--- src/rtl/ulpi_reg_engine.sv ---
// ulpi_reg_engine: ULPI PHY register-access engine in the ulpi_clk domain.
// It takes one request at a time from the CSR bridge and sends the matching
// ULPI command sequence on the TX byte stream. For reads it captures the register
// byte from the RX stream. It then returns a response with an error code.
// A PHY RX byte that arrives while a sequence is in progress aborts that attempt.
// Aborted attempts are retried, up to a limit. A transaction that makes no
// progress for too long ends with a timeout response.
//
// Ports:
//   i_ulpi_clk, i_ulpi_rst          clock, synchronous active-high reset
//   i_req_valid/o_req_ready         request handshake (write, addr, wdata)
//   o_rsp_valid/i_rsp_ready         response handshake (rdata, err: 00 ok,
//                                   01 retries exhausted, 10 timeout)
//   o_tx_t*/i_tx_tready             TX byte stream towards ulpi_axis
//   i_rx_t*                         RX byte stream from ulpi_axis, always accepted;
//                                   tuser[0] non-packet byte, tuser[1] rx_active
//   o_stat_aborts                   saturating count of aborted bus attempts
//   o_busy                          engine not idle
module ulpi_reg_engine #(
  parameter int unsigned ADDR_WIDTH = 8,
  parameter int unsigned MAX_RETRY  = 3,
  parameter int unsigned TIMEOUT    = 64
) (
  input  logic                  i_ulpi_clk,
  input  logic                  i_ulpi_rst,
  input  logic                  i_req_valid,
  output logic                  o_req_ready,
  input  logic                  i_req_write,
  input  logic [ADDR_WIDTH-1:0] i_req_addr,
  input  logic [7:0]            i_req_wdata,
  output logic                  o_rsp_valid,
  input  logic                  i_rsp_ready,
  output logic [7:0]            o_rsp_rdata,
  output logic [1:0]            o_rsp_err,
  output logic                  o_tx_tvalid,
  input  logic                  i_tx_tready,
  output logic [7:0]            o_tx_tdata,
  output logic                  o_tx_tlast,
  input  logic                  i_rx_tvalid,
  input  logic [7:0]            i_rx_tdata,
  input  logic [1:0]            i_rx_tuser,
  output logic [15:0]           o_stat_aborts,
  output logic                  o_busy
);

  localparam int unsigned RW = $clog2(MAX_RETRY + 2);
  localparam int unsigned TW = (TIMEOUT > 1) ? $clog2(TIMEOUT) : 1;
  localparam logic [TW-1:0] TMO_LAST     = TW'((TIMEOUT == 0) ? 0 : TIMEOUT - 1);
  localparam logic [5:0]    EXT_CMD_ADDR = 6'h2F;
  localparam logic [1:0]    ERR_OK       = 2'b00;
  localparam logic [1:0]    ERR_RETRY    = 2'b01;
  localparam logic [1:0]    ERR_TMO      = 2'b10;

  typedef enum logic [2:0] {
    S_IDLE, S_CMD, S_EXT, S_DATA, S_READ, S_ABORT, S_RESP
  } state_t;

  state_t          r_state;
  logic            r_write;
  logic [7:0]      r_addr;
  logic [7:0]      r_wdata;
  logic [RW-1:0]   r_retry;
  logic [TW-1:0]   r_tmo;
  logic            r_tx_tvalid;
  logic [7:0]      r_tx_tdata;
  logic            r_tx_tlast;
  logic            r_rsp_valid;
  logic [7:0]      r_rsp_rdata;
  logic [1:0]      r_rsp_err;
  logic [15:0]     r_aborts;
  logic            r_busy;

  logic [7:0]      w_req_addr;
  logic            w_ext;
  logic [7:0]      w_cmd;
  logic            w_tmo_hit;
  logic [15:0]     w_aborts_inc;

  // Addresses above the immediate range, and 0x2F itself (the escape code),
  // go through the extended-register escape.
  function automatic logic f_ext(input logic [7:0] addr);
    return (ADDR_WIDTH == 8) && ((addr[7:6] != 2'b00) || (addr[5:0] == EXT_CMD_ADDR));
  endfunction

  function automatic logic [7:0] f_cmd(input logic write, input logic [7:0] addr);
    return {1'b1, ~write, f_ext(addr) ? EXT_CMD_ADDR : addr[5:0]};
  endfunction

  assign w_req_addr   = 8'(i_req_addr);
  assign w_ext        = f_ext(r_addr);
  assign w_cmd        = f_cmd(r_write, r_addr);
  assign w_tmo_hit    = (TIMEOUT != 0) && (r_tmo == TMO_LAST);
  assign w_aborts_inc = (r_aborts == 16'hFFFF) ? r_aborts : r_aborts + 16'd1;

  // Transaction FSM. Outputs are updated on the same edge as the state change.
  always_ff @(posedge i_ulpi_clk) begin
    if (i_ulpi_rst) begin
      r_state     <= S_IDLE;
      r_write     <= 1'b0;
      r_addr      <= 8'h00;
      r_wdata     <= 8'h00;
      r_retry     <= '0;
      r_tmo       <= '0;
      r_tx_tvalid <= 1'b0;
      r_tx_tdata  <= 8'h00;
      r_tx_tlast  <= 1'b0;
      r_rsp_valid <= 1'b0;
      r_rsp_rdata <= 8'h00;
      r_rsp_err   <= ERR_OK;
      r_aborts    <= 16'h0000;
      r_busy      <= 1'b0;
    end else begin
      case (r_state)
        S_IDLE: begin
          if (i_req_valid) begin
            r_write     <= i_req_write;
            r_addr      <= w_req_addr;
            r_wdata     <= i_req_wdata;
            r_retry     <= '0;
            r_tmo       <= '0;
            r_tx_tvalid <= 1'b1;
            r_tx_tdata  <= f_cmd(i_req_write, w_req_addr);
            r_tx_tlast  <= 1'b0;
            r_busy      <= 1'b1;
            r_state     <= S_CMD;
          end
        end

        S_CMD, S_EXT, S_DATA: begin
          // A PHY RX byte beats a TX handshake in the same cycle.
          if (i_rx_tvalid) begin
            r_tx_tvalid <= 1'b0;
            r_tx_tlast  <= 1'b0;
            r_aborts    <= w_aborts_inc;
            r_retry     <= r_retry + RW'(1);
            r_tmo       <= '0;
            r_state     <= S_ABORT;
          end else if (i_tx_tready) begin
            r_tmo <= '0;
            if (r_state == S_CMD && w_ext) begin
              r_tx_tdata <= r_addr;
              r_state    <= S_EXT;
            end else if (r_state == S_DATA) begin
              r_tx_tvalid <= 1'b0;
              r_tx_tlast  <= 1'b0;
              r_rsp_valid <= 1'b1;
              r_rsp_rdata <= 8'h00;
              r_rsp_err   <= ERR_OK;
              r_state     <= S_RESP;
            end else if (r_write) begin
              r_tx_tdata <= r_wdata;
              r_tx_tlast <= 1'b1;
              r_state    <= S_DATA;
            end else begin
              r_tx_tvalid <= 1'b0;
              r_state     <= S_READ;
            end
          end else if (w_tmo_hit) begin
            r_tx_tvalid <= 1'b0;
            r_tx_tlast  <= 1'b0;
            r_tmo       <= '0;
            r_rsp_valid <= 1'b1;
            r_rsp_rdata <= 8'h00;
            r_rsp_err   <= ERR_TMO;
            r_state     <= S_RESP;
          end else begin
            r_tmo <= r_tmo + TW'(1);
          end
        end

        S_READ: begin
          // Only a non-packet byte outside rx_active is register data.
          if (i_rx_tvalid) begin
            r_tmo <= '0;
            if (i_rx_tuser == 2'b01) begin
              r_rsp_valid <= 1'b1;
              r_rsp_rdata <= i_rx_tdata;
              r_rsp_err   <= ERR_OK;
              r_state     <= S_RESP;
            end else begin
              r_aborts <= w_aborts_inc;
              r_retry  <= r_retry + RW'(1);
              r_state  <= S_ABORT;
            end
          end else if (w_tmo_hit) begin
            r_tmo       <= '0;
            r_rsp_valid <= 1'b1;
            r_rsp_rdata <= 8'h00;
            r_rsp_err   <= ERR_TMO;
            r_state     <= S_RESP;
          end else begin
            r_tmo <= r_tmo + TW'(1);
          end
        end

        S_ABORT: begin
          // Let the PHY finish its RX burst, then retry from the command byte.
          if (!i_rx_tvalid) begin
            r_tmo <= '0;
            if (r_retry > RW'(MAX_RETRY)) begin
              r_rsp_valid <= 1'b1;
              r_rsp_rdata <= 8'h00;
              r_rsp_err   <= ERR_RETRY;
              r_state     <= S_RESP;
            end else begin
              r_tx_tvalid <= 1'b1;
              r_tx_tdata  <= w_cmd;
              r_tx_tlast  <= 1'b0;
              r_state     <= S_CMD;
            end
          end
        end

        S_RESP: begin
          if (i_rsp_ready) begin
            r_rsp_valid <= 1'b0;
            r_busy      <= 1'b0;
            r_state     <= S_IDLE;
          end
        end

        default: begin
          r_state <= S_IDLE;
        end
      endcase
    end
  end

  assign o_req_ready   = (r_state == S_IDLE) & ~i_ulpi_rst;
  assign o_rsp_valid   = r_rsp_valid;
  assign o_rsp_rdata   = r_rsp_rdata;
  assign o_rsp_err     = r_rsp_err;
  assign o_tx_tvalid   = r_tx_tvalid;
  assign o_tx_tdata    = r_tx_tdata;
  assign o_tx_tlast    = r_tx_tlast;
  assign o_stat_aborts = r_aborts;
  assign o_busy        = r_busy;

endmodule

--- config.mk ---
export PLATFORM = sky130hd
export DESIGN_NAME = ulpi_reg_engine
export DESIGN_NICKNAME = d
export VERILOG_FILES = /design/src/rtl/ulpi_reg_engine.sv
export SDC_FILE = /design/constraint.sdc
export NUM_CORES = 1
export LEC_CHECK = 0
export CAP_MARGIN = 10
export CORE_MARGIN = 5
export CORE_UTILIZATION = 30
export CTS_BUF_LIST = sky130_fd_sc_hd__clkbuf_8
export CTS_CLUSTER_SIZE = 16
export DETAILED_ROUTE_END_ITERATION = 7
export GPL_TIMING_DRIVEN = 0
export HOLD_SLACK_MARGIN = 0.12
export SLEW_MARGIN = 0
export SYNTH_ARGS = -nofsm -noshare
export SYNTH_HDL_FRONTEND = slang
export SYNTH_SLANG_ARGS = --single-unit
--- constraint.sdc ---
create_clock -name i_ulpi_clk -period 2.7 [get_ports i_ulpi_clk]
set_input_delay 0.54 -clock i_ulpi_clk [delete_from_list [all_inputs] [get_ports i_ulpi_clk]]
set_output_delay 0.54 -clock i_ulpi_clk [all_outputs]
set_load 0.05 [all_outputs]
# ---- After elaboration in Yosys (flattened, before gate mapping)
# Cells that the tools add are included.
# W data, S select, Z words.
dict set report word_totals {
  word_cells 169
  memories 0
  mem_bits_ro 0
  latch_bits 0
  ram_bits 0
  register_bits 67
  in_bits 33
  output_inout_bits 39
}
dict set report op_classes {
  shift 0
  n_lt_le_gt_ge 1
  reduce_logical 25
  n_eq_ne 30
  mux 92
  n_addsub 3
  n_div 0
  bitwise_logic 4
  multipliers 0
}
# op n
set op_table {}
lappend op_table {{$mux W8} 17}
lappend op_table {{$mux W16} 4}
lappend op_table {{$mux W6} 8}
lappend op_table {{$pmux W8 S3} 2}
lappend op_table {{$mux W3} 15}
lappend op_table {{$pmux W16 S2} 1}
lappend op_table {{$mux W1} 27}
lappend op_table {{$pmux W6 S4} 1}
lappend op_table {{$reduce_and A7 Y1} 3}
lappend op_table {{$mux W2} 10}
lappend op_table {{$ne A2 B2 Y1 const B} 10}
lappend op_table {{$eq A6 B6 Y1 const B} 3}
lappend op_table {{$add A16 B1 Y16 const B} 1}
lappend op_table {{$eq A16 B16 Y1 const B} 1}
lappend op_table {{$reduce_and A8 Y1} 2}
lappend op_table {{$ne A3 B3 Y1 const B} 5}
lappend op_table {{$pmux W3 S5} 1}
lappend op_table {{$ne A5 B5 Y1 const B} 2}
lappend op_table {{$eq A3 B3 Y1 const B} 3}
lappend op_table {{$pmux W3 S3} 1}
lappend op_table {{$reduce_and A3 Y1} 3}
lappend op_table {{$reduce_bool A3 Y1} 3}
lappend op_table {{$ne A4 B4 Y1 const B} 2}
lappend op_table {{$reduce_bool A2 Y1} 4}
lappend op_table {{20 further kinds} 26}

# ---- Logic depth before layout (Yosys ltp)
dict set report logic_depth {
  depth_word 7
  mapped_depth 8
  mapped_depth_nobuf 6
}

# ---- Least setup slack after synthesis
# Ideal clock, no wire load.
dict set report synth_timing {
  kind {reg-to-output}
  from {register r_state[2]}
  to {output o_req_ready}
  required_ns 2.160
  arrival_ns 2.439
  setup_slack_ns -0.279
  n_path_buf 3
  path_stages_with_launch 5
  cell_sequence {dfxtp_1 -> buf_2 -> clkbuf_1 -> clkbuf_1 -> nor4_1}
}
dict set report synth_via {
  elab_chain_cells 2
}
# item line
set synth_lines {}
lappend synth_lines {{from (decl)} 58} ;# state_t r_state;
lappend synth_lines {{from (signal assigned)} 98} ;# r_state <= S_IDLE;
lappend synth_lines {{from (signal assigned)} 125} ;# r_state <= S_CMD;
lappend synth_lines {{from (signal assigned)} 137} ;# r_state <= S_ABORT;
lappend synth_lines {{$logic_not A3 Y1} 229} ;# assign o_req_ready = (r_state == S_IDLE) & ~i_ulpi_rst;
lappend synth_lines {{$and A1 B1 Y1} 229}
lappend synth_lines {{to (decl)} 27} ;# output logic o_req_ready,
# Every way passes these cells.

# ---- Worst setup path in the final report
dict set report layout_timing {
  from {input i_ulpi_rst}
  to {output o_req_ready}
}
dict set report layout_via {
  elab_chain_cells 2
}
# item line
set layout_lines {}
lappend layout_lines {{from (decl)} 25} ;# input logic i_ulpi_rst,
lappend layout_lines {{$not A1 Y1} 229}
lappend layout_lines {{$and A1 B1 Y1} 229}
# Every way passes these cells.

==> impl_metrics.toml <==
[status]
status = "complete, no violations"

[yosys]
synth.top_cell.area_share_pct = 38.1
synth_cell_types = 64
synthesis.nets = 477
synth.largest_area_cell = "dfxtp_1"
yosys_warnings = 0
ys_ff_latch = 67
synthTopCellsByArea = "dfxtp_1 38%, a21oi_1 7.1%, nand2_1 5.8%, nor2_1 3.6%, a311oi_1 3.2%"
synthFlopType = "dfxtp_1"
synth_edf_count = 0
ys_seq_area_share_pct = 38.1
synth.avg_cell_area_um2 = 8.01
yosys-top-cells-count = "67 x dfxtp_1, 54 x nand2_1, 50 x a21oi_1, 34 x nor2_1, 19 x clkbuf_1"
ys_async_sr_fraction_pct = 0
yosysMostFrequentCell = "dfxtp_1"
mappedNetlistArea_um2 = 3520
synthCells = 440

[clock_network]
cts_tree = "done"
cts_buffers = 9
clk_path_buf_depth = 2
clock_sinks = 67
hold_buffers = 0
insertion_delay_ns = 0.35
clk_pin_slew_ns = 0.08
h-tree-depth = 3
root_buffer = "clkbuf_8"

[timing]
finalClockSkew_ns = 0.0130
slew_headroom_pct = 47.9
fin_setup_tns_ns = 0
max_freq_mhz = 384
drv_slew = 0
finalCritPeriodShare_pct = 96.5
tightest_slew_ns = 0.775
rsz0062_at_grt = "false"
finalSetupViolCount = 0
hold_violations = 0
period_needed_ns = 2.61
worst_hold_slack_ns = 0.470

[die]
rows = 39
die_h_um = 118
die_area_um2 = 14000
initial_utilization_pct = 30.7
placeableCoreArea_um2 = 11500
boundaryPins = 72
die_w_um = 118

[global_routing]
grt_pass1_wl_um = 18200
grt.total_usage_pct = 15.6
grt_max_degree = 13
antenna_found_initial = 0
grt.overflow.total = 0
grt_pass1_vias = 3557

[layout]
area_growth_pct = 31.7
multi_input_area_um2 = 2030
seq_area_um2 = 1340
antennaDiodeCount = 0
fin_nets = 559
n_fill_cell = 1173
fin_cells = 670
final_area_um2 = 4640
drive_above_1_share_pct = 9.11

[detailed_routing]
drtIter0Drc = 202
antenna_left = 0
dr_total_vias = 3654
drc = 0
firstDrtPassIters = 5
wl_per_cell_um = 16.6
vias_per_cell = 5.45
wl_um = 11100

[setup_path]
path_class = "primary input to output port"
r2r_slack_ns = 0.35
cp-start-kind = "primary input"
cpLargestDelayFamily = "buffers and inverters"
cp-end-kind = "output port"
cp_cell_sequence = "clkdlybuf4s50_1 -> buf_2 -> clkbuf_4 -> nor4_2 -> buf_4"
cp_num_buf_inv = 4
cp.required_ns = 2.16
cp.arrival_ns = 2.07
cp_slowest_cell = "clkdlybuf4s50_1"
max_stage_delay_ns = 0.64
path_max_fanout = 10

[pwr]
design_power_total_mw = 3.14
vdd_drop_max_v = 0.000428
leakagePower_nw = 1.64
p_per_area_nw_per_um2 = 676

[placed_design]
place_hpwl_um = 8320
place_area_um2 = 4420
portBuffers = 71
dp.cells = 654
place_congestion = 0.951

[worst_hold_path]
hp-class = "register to register"

[run]
drv_cap = 0
## worst paths after layout
check,start,to,cells after the start
max reg2reg,r_state[2],o_rsp_rdata[0],7
min reg2reg,r_wdata[7],r_wdata[7],2
max,i_ulpi_rst,o_req_ready,5
min,r_wdata[7],r_wdata[7],2
## tightest hold or removal path, cell delays in order (launching register included)
cell     delay, ns
dfxtp_1       0.32
nand2_1       0.05
a21oi_1       0.05
## cells in the final DEF (no fill, tap or decap), types with 11 or more instances in the layout
cell type	n
clkdlybuf4s50_1	70
dfxtp_1	67
nand2_1	54
a21oi_1	50
nor2_1	34
o21ai_0	14
clkbuf_1	14
a311oi_1	13
and3_1	12
nand3_1	11
## sequential cells by signal, indices dropped and copies added (netlist names), 3 cells and up
register       cells
r_tmo              6
r_wdata            8
o_rsp_rdata        8
r_state            3
o_stat_aborts     16
r_retry            3
o_tx_tdata         8
r_addr             8
## stage by stage
stage               utilization [%]  setup WS (ns)
floorplan                         -          0.279
global placement               38.5         -0.828
detailed placement             38.5         -0.888
CTS                            40.4         0.0371
global route                   40.5         0.0285
finish                         40.5         0.0942
## cell type report
cell class | instances | share of cell area [%]
Buffer | 31 | 3.07
Clock buffer | 10 | 2.96
Clock inverter | 6 | 1.40
Inverter | 11 | 0.889
Multi-Input combinational cell | 331 | 43.7
Sequential cell | 67 | 28.9
Tap cell | 143 | 3.85
Timing Repair Buffer | 71 | 15.3
## where the power goes
part / internal, mW / total, mW / switching, mW
Combinational: 0.412 / 1.11 / 0.701
Clock: 0.451 / 0.855 / 0.404
Sequential: 1.09 / 1.17 / 0.0849
Total: 1.95 / 3.14 / 1.19
## timing repair
| action | 4_1_cts | 5_1_grt |
|---|---|---|
| buffers inserted | 0 | 0 |
| endpoints found under the setup margin | 9 | 14 |
| gates resized for setup | 11 | 8 |
## kinds of logic after synthesis
family	Yosys count	share of synthesized area, %
AOI/OAI and AO/OA	146	28.1
DFF	67	38.1
muxes	7	2.09
adders and majority gates	5	1.70
and+or+nand+nor	167	23.6
xor gates and xnor gates	6	1.49
buffers and inverters	42	4.97
## routing by layer
metal	wire length [um]	up-vias	GRT usage [%]
li1	-	1803	-
met1	5190	1710	21.7
met2	5050	133	23.9
met3	789	8	3.77
met4	114	0	5.10
met5	0	-	0
Power figures use the tool's default switching activity.
